$ cat src/rtl/order_entry_if.sv
// Seller-side order/response channel of the order entry front end.
//   order_valid  : order presented, held until the seller replies or the wait times out
//   order_choice : item code driven to the seller's choice input
//   order_money  : credit driven to the seller's money input
//   resp_valid   : seller reply strobe
//   resp_item    : item dispensed (0 = none)
//   resp_avail   : seller availability code for the chosen item
//   resp_change  : remaining money returned by the seller
// master = order_entry, slave = seller core.
interface order_entry_if;
  logic       order_valid;
  logic [2:0] order_choice;
  logic [2:0] order_money;
  logic       resp_valid;
  logic [2:0] resp_item;
  logic [2:0] resp_avail;
  logic [2:0] resp_change;

  modport master (
    output order_valid, order_choice, order_money,
    input  resp_valid, resp_item, resp_avail, resp_change
  );

  modport slave (
    input  order_valid, order_choice, order_money,
    output resp_valid, resp_item, resp_avail, resp_change
  );
endinterface

$ cat src/rtl/order_entry.sv
// Customer-side front end for the food seller core.
// Accumulates coins into a credit, captures a food selection, presents one
// (choice, money) order to the seller and pays out the returned change one
// unit per change_pulse.
// Ports:
//   clk, rst      : clock (rising edge), synchronous active-high reset
//   coin_pulse    : coin inserted strobe, coin_value = coin value in units
//   sel_pulse     : keypad strobe, sel_code 1..7 = item, 0 = cancel/refund
//   bus           : order/response channel to the seller (master side)
//   credit        : current credit for the display
//   coin_reject   : one-cycle pulse when a coin is refused
//   change_pulse  : one-cycle pulse per unit of change paid out
//   item_out      : last dispensed item, held until the next order
//   avail_out     : last availability code, held until the next order
//   busy          : high while an order or payout is in progress
module order_entry #(
  parameter int unsigned MAX_CREDIT   = 7,
  parameter int unsigned RESP_TIMEOUT = 16,
  parameter int unsigned PAY_GAP      = 2
) (
  input  logic          clk,
  input  logic          rst,
  input  logic          coin_pulse,
  input  logic [2:0]    coin_value,
  input  logic          sel_pulse,
  input  logic [2:0]    sel_code,
  order_entry_if.master bus,
  output logic [2:0]    credit,
  output logic          coin_reject,
  output logic          change_pulse,
  output logic [2:0]    item_out,
  output logic [2:0]    avail_out,
  output logic          busy
);

  localparam int unsigned TW = $clog2(RESP_TIMEOUT + 1);
  localparam int unsigned GW = $clog2(PAY_GAP + 1);

  typedef enum logic [1:0] {IDLE, ORDER, WAIT, PAYOUT} state_t;

  state_t        state_q, state_d;
  logic [2:0]    credit_q, credit_d;
  logic [2:0]    choice_q, choice_d;
  logic [2:0]    money_q, money_d;
  logic          valid_q, valid_d;
  logic [2:0]    payout_q, payout_d;
  logic [TW-1:0] timer_q, timer_d;
  logic [GW-1:0] gap_q, gap_d;
  logic [2:0]    item_q, item_d;
  logic [2:0]    avail_q, avail_d;
  logic          reject_q, reject_d;

  logic [3:0]    coin_sum;
  logic          coin_ok;
  logic [2:0]    credit_eff;
  logic [2:0]    resp_pay;
  logic          pay_now;

  // Coin is applied before a same-cycle selection, so the order sees credit_eff.
  assign coin_sum   = {1'b0, credit_q} + {1'b0, coin_value};
  assign coin_ok    = coin_pulse && (coin_value != '0) && (coin_sum <= 4'(MAX_CREDIT));
  assign credit_eff = coin_ok ? coin_sum[2:0] : credit_q;

  // The seller can never return more than it was given.
  assign resp_pay = (bus.resp_change > money_q) ? money_q : bus.resp_change;

  assign pay_now = (state_q == PAYOUT) && (gap_q == '0) && (payout_q != '0);

  always_comb begin
    state_d  = state_q;
    credit_d = credit_q;
    choice_d = choice_q;
    money_d  = money_q;
    valid_d  = valid_q;
    payout_d = payout_q;
    timer_d  = timer_q;
    gap_d    = gap_q;
    item_d   = item_q;
    avail_d  = avail_q;
    reject_d = coin_pulse && (state_q != IDLE);

    case (state_q)
      IDLE: begin
        reject_d = coin_pulse && (coin_value != '0) && !coin_ok;
        credit_d = credit_eff;
        if (sel_pulse && (credit_eff != '0)) begin
          if (sel_code != '0) begin
            choice_d = sel_code;
            money_d  = credit_eff;
            item_d   = '0;
            avail_d  = '0;
            state_d  = ORDER;
          end else begin
            payout_d = credit_eff;
            credit_d = '0;
            gap_d    = '0;
            state_d  = PAYOUT;
          end
        end
      end

      // order_valid is registered here, giving a two-cycle select-to-valid latency.
      ORDER: begin
        valid_d = 1'b1;
        timer_d = '0;
        state_d = WAIT;
      end

      WAIT: begin
        if (bus.resp_valid) begin
          item_d   = bus.resp_item;
          avail_d  = bus.resp_avail;
          payout_d = resp_pay;
          credit_d = '0;
          valid_d  = 1'b0;
          gap_d    = '0;
          state_d  = (resp_pay != '0) ? PAYOUT : IDLE;
        end else if (timer_q == TW'(RESP_TIMEOUT - 1)) begin
          item_d   = '0;
          payout_d = money_q;
          credit_d = '0;
          valid_d  = 1'b0;
          gap_d    = '0;
          state_d  = PAYOUT;
        end else begin
          timer_d = timer_q + 1'b1;
        end
      end

      PAYOUT: begin
        if (pay_now) begin
          payout_d = payout_q - 3'd1;
          gap_d    = GW'(PAY_GAP);
          if (payout_q == 3'd1) state_d = IDLE;
        end else if (payout_q == '0) begin
          state_d = IDLE;
        end else begin
          gap_d = gap_q - 1'b1;
        end
      end

      default: state_d = IDLE;
    endcase
  end

  always_ff @(posedge clk) begin
    if (rst) begin
      state_q  <= IDLE;
      credit_q <= '0;
      choice_q <= '0;
      money_q  <= '0;
      valid_q  <= 1'b0;
      payout_q <= '0;
      timer_q  <= '0;
      gap_q    <= '0;
      item_q   <= '0;
      avail_q  <= '0;
      reject_q <= 1'b0;
    end else begin
      state_q  <= state_d;
      credit_q <= credit_d;
      choice_q <= choice_d;
      money_q  <= money_d;
      valid_q  <= valid_d;
      payout_q <= payout_d;
      timer_q  <= timer_d;
      gap_q    <= gap_d;
      item_q   <= item_d;
      avail_q  <= avail_d;
      reject_q <= reject_d;
    end
  end

  assign bus.order_valid  = valid_q;
  assign bus.order_choice = choice_q;
  assign bus.order_money  = money_q;
  assign credit           = credit_q;
  assign coin_reject      = reject_q;
  assign change_pulse     = pay_now;
  assign item_out         = item_q;
  assign avail_out        = avail_q;
  assign busy             = (state_q != IDLE);

endmodule

$ cat src/flat_wrapper.sv
// flat-port wrapper written by rule: the top's interface ports become plain ports
module order_entry_flat 
#(
  parameter int unsigned MAX_CREDIT   = 7,
  parameter int unsigned RESP_TIMEOUT = 16,
  parameter int unsigned PAY_GAP      = 2
)
  (clk, rst, coin_pulse, coin_value, sel_pulse, sel_code, credit, coin_reject, change_pulse, item_out, avail_out, busy, bus_order_valid, bus_order_choice, bus_order_money, bus_resp_valid, bus_resp_item, bus_resp_avail, bus_resp_change);
  order_entry_if bus_i ();
  input  logic clk;
  input  logic rst;
  input  logic coin_pulse;
  input  logic [2:0] coin_value;
  input  logic sel_pulse;
  input  logic [2:0] sel_code;
  output logic [2:0] credit;
  output logic coin_reject;
  output logic change_pulse;
  output logic [2:0] item_out;
  output logic [2:0] avail_out;
  output logic busy;
  output wire logic [$bits(bus_i.order_valid)-1:0] bus_order_valid;
  output wire logic [$bits(bus_i.order_choice)-1:0] bus_order_choice;
  output wire logic [$bits(bus_i.order_money)-1:0] bus_order_money;
  input wire logic [$bits(bus_i.resp_valid)-1:0] bus_resp_valid;
  input wire logic [$bits(bus_i.resp_item)-1:0] bus_resp_item;
  input wire logic [$bits(bus_i.resp_avail)-1:0] bus_resp_avail;
  input wire logic [$bits(bus_i.resp_change)-1:0] bus_resp_change;
  assign bus_order_valid = bus_i.order_valid;
  assign bus_order_choice = bus_i.order_choice;
  assign bus_order_money = bus_i.order_money;
  assign bus_i.resp_valid = bus_resp_valid;
  assign bus_i.resp_item = bus_resp_item;
  assign bus_i.resp_avail = bus_resp_avail;
  assign bus_i.resp_change = bus_resp_change;
  order_entry #(.MAX_CREDIT(MAX_CREDIT), .RESP_TIMEOUT(RESP_TIMEOUT), .PAY_GAP(PAY_GAP)) u_core (.clk(clk), .rst(rst), .coin_pulse(coin_pulse), .coin_value(coin_value), .sel_pulse(sel_pulse), .sel_code(sel_code), .bus(bus_i), .credit(credit), .coin_reject(coin_reject), .change_pulse(change_pulse), .item_out(item_out), .avail_out(avail_out), .busy(busy));
endmodule
$ cat config.mk
export PLATFORM = sky130hd
export DESIGN_NAME = order_entry_flat
export DESIGN_NICKNAME = d
export VERILOG_FILES = /design/src/rtl/order_entry_if.sv /design/src/rtl/order_entry.sv /design/src/flat_wrapper.sv
export SDC_FILE = /design/constraint.sdc
export NUM_CORES = 1
export LEC_CHECK = 0
export CAP_MARGIN = 30
export CORE_MARGIN = 2
export CORE_UTILIZATION = 34
export DETAILED_ROUTE_END_ITERATION = 10
export GPL_ROUTABILITY_DRIVEN = 0
export REMOVE_ABC_BUFFERS = 1
export SLEW_MARGIN = 10
export SYNTH_ARGS = -nofsm -noshare
export SYNTH_HDL_FRONTEND = slang
export SYNTH_SLANG_ARGS = --single-unit
$ cat constraint.sdc
create_clock -name clk -period 6.4 [get_ports clk]
set_input_delay 1.28 -clock clk [delete_from_list [all_inputs] [get_ports clk]]
set_output_delay 1.28 -clock clk [all_outputs]
set_load 0.02 [all_outputs]
==> results_dict.tcl <==
set metrics [dict create \
    outcome "finished clean" \
    maxSlewHeadroom_pct 55.4 \
    start_kind "primary input" \
    synth_top_area_share_pct 30.4 \
    worstMarginPinSlew_ns 0.670 \
    reg2reg_from "u_core.credit[0]" \
    antenna_found_initial 0 \
    finalCritPeriodShare_pct 56.5 \
    yosys-top-cells-count "29 x dfxtp_1, 27 x nand2_1, 18 x inv_1" \
    cts.sinks 29 \
    rsz0062_at_grt "no" \
    cts_buffer_depth 2 \
    hold_viol_final 0 \
    synth_cells 230 \
    synth_area_leaders "dfxtp_1 30%, ha_1 10%, nand2_1 5.3%, inv_1 3.5%, nor2_1 3.3%" \
    drt_iter0_drc 66 \
    antennaDiodeCount 0 \
    max_freq_mhz 276 \
    synthArstFlopShare_pct 0 \
    ctsHoldBuffers 0 \
    numCtsBuffers 5 \
    place_hpwl_mm 3.21 \
    hold_class "register to register" \
    syn_to_final_growth_pct 27.9 \
    clock_skew_ns 0.00479 \
    yosys.area.top_type "dfxtp_1" \
    hold_start "u_core.avail_out[0]" \
    die_area_um2 6230 \
    routed_wl_mm 4.28 \
    critPathKind "primary input to register" \
    num_vias 1718 \
    synthesis.area_um2 1910 \
    clk_latency_ns 0.28 \
    setup_tns_ns 0 \
    setup_viol 0 \
    grt_pass1_vias 1619 \
    port_buffers 38 \
    slew_viol_final 0 \
    die_w_um 78.9 \
    pwr_density_cell_nw_per_um2 359 \
    grt_pass1_wl_mm 7.38 \
    setup.worst_path.end_class "register" \
    cp-startpoint "coin_value[0]" \
    yosysWarnings 0 \
    leakage_nw 0.946 \
    cts.clk_slew.worst_paths_ns 0.06 \
    overflow 0 \
    worstPathRequired_ns 6.61 \
    drive_gt1_share_pct 8.21 \
    maxCapViolCount 0 \
    vias_per_cell 5.05 \
    power.internal_uw 515 \
    firstDrtPassIters 4 \
    cts_root_buf "clkbuf_8" \
    ant_nets 0 \
    clock_power_share_pct 18.7 \
    synth_cell_type_count 53 \
    yosysMostFrequentCell "dfxtp_1" \
    rows 27 \
    whs_ns 0.458 \
    post_cts_resized 0 \
    cp_max_fo 9 \
    cts_tree "built" \
    grt_start_max_net_pins 31 \
    p_switching_uw 360 \
    crit_arrival_ns 3.83 \
    io_pins 39 \
    ys_ff_latch 29 \
    htreeDepth 2 \
    ys.flop_type "dfxtp_1" \
    drc_errors 0 \
    layout.nets 304 \
    sw_frac_of_total_pct 41.2 \
    power.share.combinational_pct 54.0 \
    wl_per_cell_um 12.6 \
    ir_drop_uv 179 \
    seq_area_frac_synth_pct 30.4 \
    start_util_pct 34.9 \
    synth_edf_count 0 \
    min_period_ns 3.62 \
    dieHeight_um 78.9 \
    cts_setup_buffers 0 \
    p_seq_share_pct 27.3 \
    syn_area_per_cell_um2 8.30 \
    core_area_um2 5470 \
    track_usage_pct 14.8 \
]
==> power groups by stage <==
| stage | clock network, mW | logic [mW] | registers, mW |
|---|---|---|---|
| after detailed placement | 0 | 0.472 | 0.243 |
| final | 0.163 | 0.473 | 0.239 |
| after floorplan | 0 | 0.321 | 0.258 |
| after CTS | 0.170 | 0.475 | 0.239 |
| after global placement | 0 | 0.467 | 0.243 |
| after global routing | 0.181 | 0.530 | 0.243 |
==> per-stage QoR <==
| step | power, mW | setup WS [ns] | util (%) | cell area (µm²) | std cells |
|---|---|---|---|---|---|
| final | 0.876 | 2.78 | 44.6 | 2440 | 340 |
| after global routing | 0.954 | 2.62 | 44.6 | 2440 | 340 |
| after CTS | 0.885 | 2.80 | 44.6 | 2440 | 340 |
| after detailed placement | 0.715 | 2.52 | 42.8 | 2340 | 332 |
| after global placement | 0.711 | 2.61 | 42.8 | 2340 | 332 |
| after floorplan | 0.579 | 3.25 | - | 1860 | 221 |
==> cells in the final DEF, fill, tap and decap left out, types with 7 or more instances in the layout <==
master | netlist | routed
a211oi_1 | 7 | 7
a21oi_1 | 12 | 12
clkbuf_8 | 0 | 7
clkdlybuf4s50_1 | 0 | 38
dfxtp_1 | 29 | 29
ha_1 | 16 | 16
inv_1 | 18 | 18
nand2_1 | 27 | 27
nand3_1 | 7 | 7
nor2_1 | 17 | 17
nor3_1 | 8 | 8
o21ai_0 | 11 | 11
==> path summary, 6_finish.rpt <==
path | end | slack (ns) | cells after the start
max | u_core.item_out[0] | 2.78 | 10
min | u_core.avail_out[0] | 0.46 | 2
max reg2reg | u_core.item_out[0] | 3.89 | 9
min reg2reg | u_core.avail_out[0] | 0.46 | 2
==> registers in the layout, indices dropped and copies added, names as in the netlist <==
name,count
u_core.item_out,3
u_core.gap_q,2
u_core.avail_out,3
u_core.coin_reject,1
u_core.bus.order_choice,3
u_core.timer_q,5
u_core.payout_q,3
u_core.state_q,2
u_core.bus.order_valid,1
u_core.credit,3
u_core.bus.order_money,3
==> worst max-delay path, cell delays in order <==
cell             delay [ns]
clkdlybuf4s50_1        0.51
ha_1                   0.18
inv_1                  0.05
fa_1                   0.48
nor2b_1                0.16
a211oi_1               0.37
mux2i_4                0.21
a21oi_2                0.27
nand4_1                0.12
a21oi_1                0.18
==> logic make-up (layout without fill, tap and decap cells) <==
family                   count (synthesis)  after routing  share of synthesized area [%]
AO/OA/AOI/OAI                           57             57                           21.5
XOR/XNOR                                 4              4                           1.84
adder cells (fa/ha/maj)                 17             17                           11.5
buffers and inverters                   27             65                           5.97
flip-flops                              29             29                           30.4
multiplexers                             8              8                           4.98
AND/OR/NAND/NOR                         88             88                           23.7
==> layout make-up <==
class	count	area, µm²
well taps	72	90.1
inverters	18	67.6
fillers	589	3030
clock buffers	7	96.3
clock inverters	1	5.00
repair buffers	39	388
flip-flops and latches	29	581
multi-input cells	174	1210
==> layer usage <==
| metal | track usage, % | part of all wire (%) | up-vias |
|---|---|---|---|
| met5 | 0 | 0 | - |
| met4 | 4.66 | 0.98 | 0 |
| met3 | 3.86 | 4.4 | 5 |
| met2 | 23.2 | 43 | 40 |
| met1 | 20.0 | 52 | 782 |
| li1 | - | - | 891 |
(Power assumes the default switching activity.)
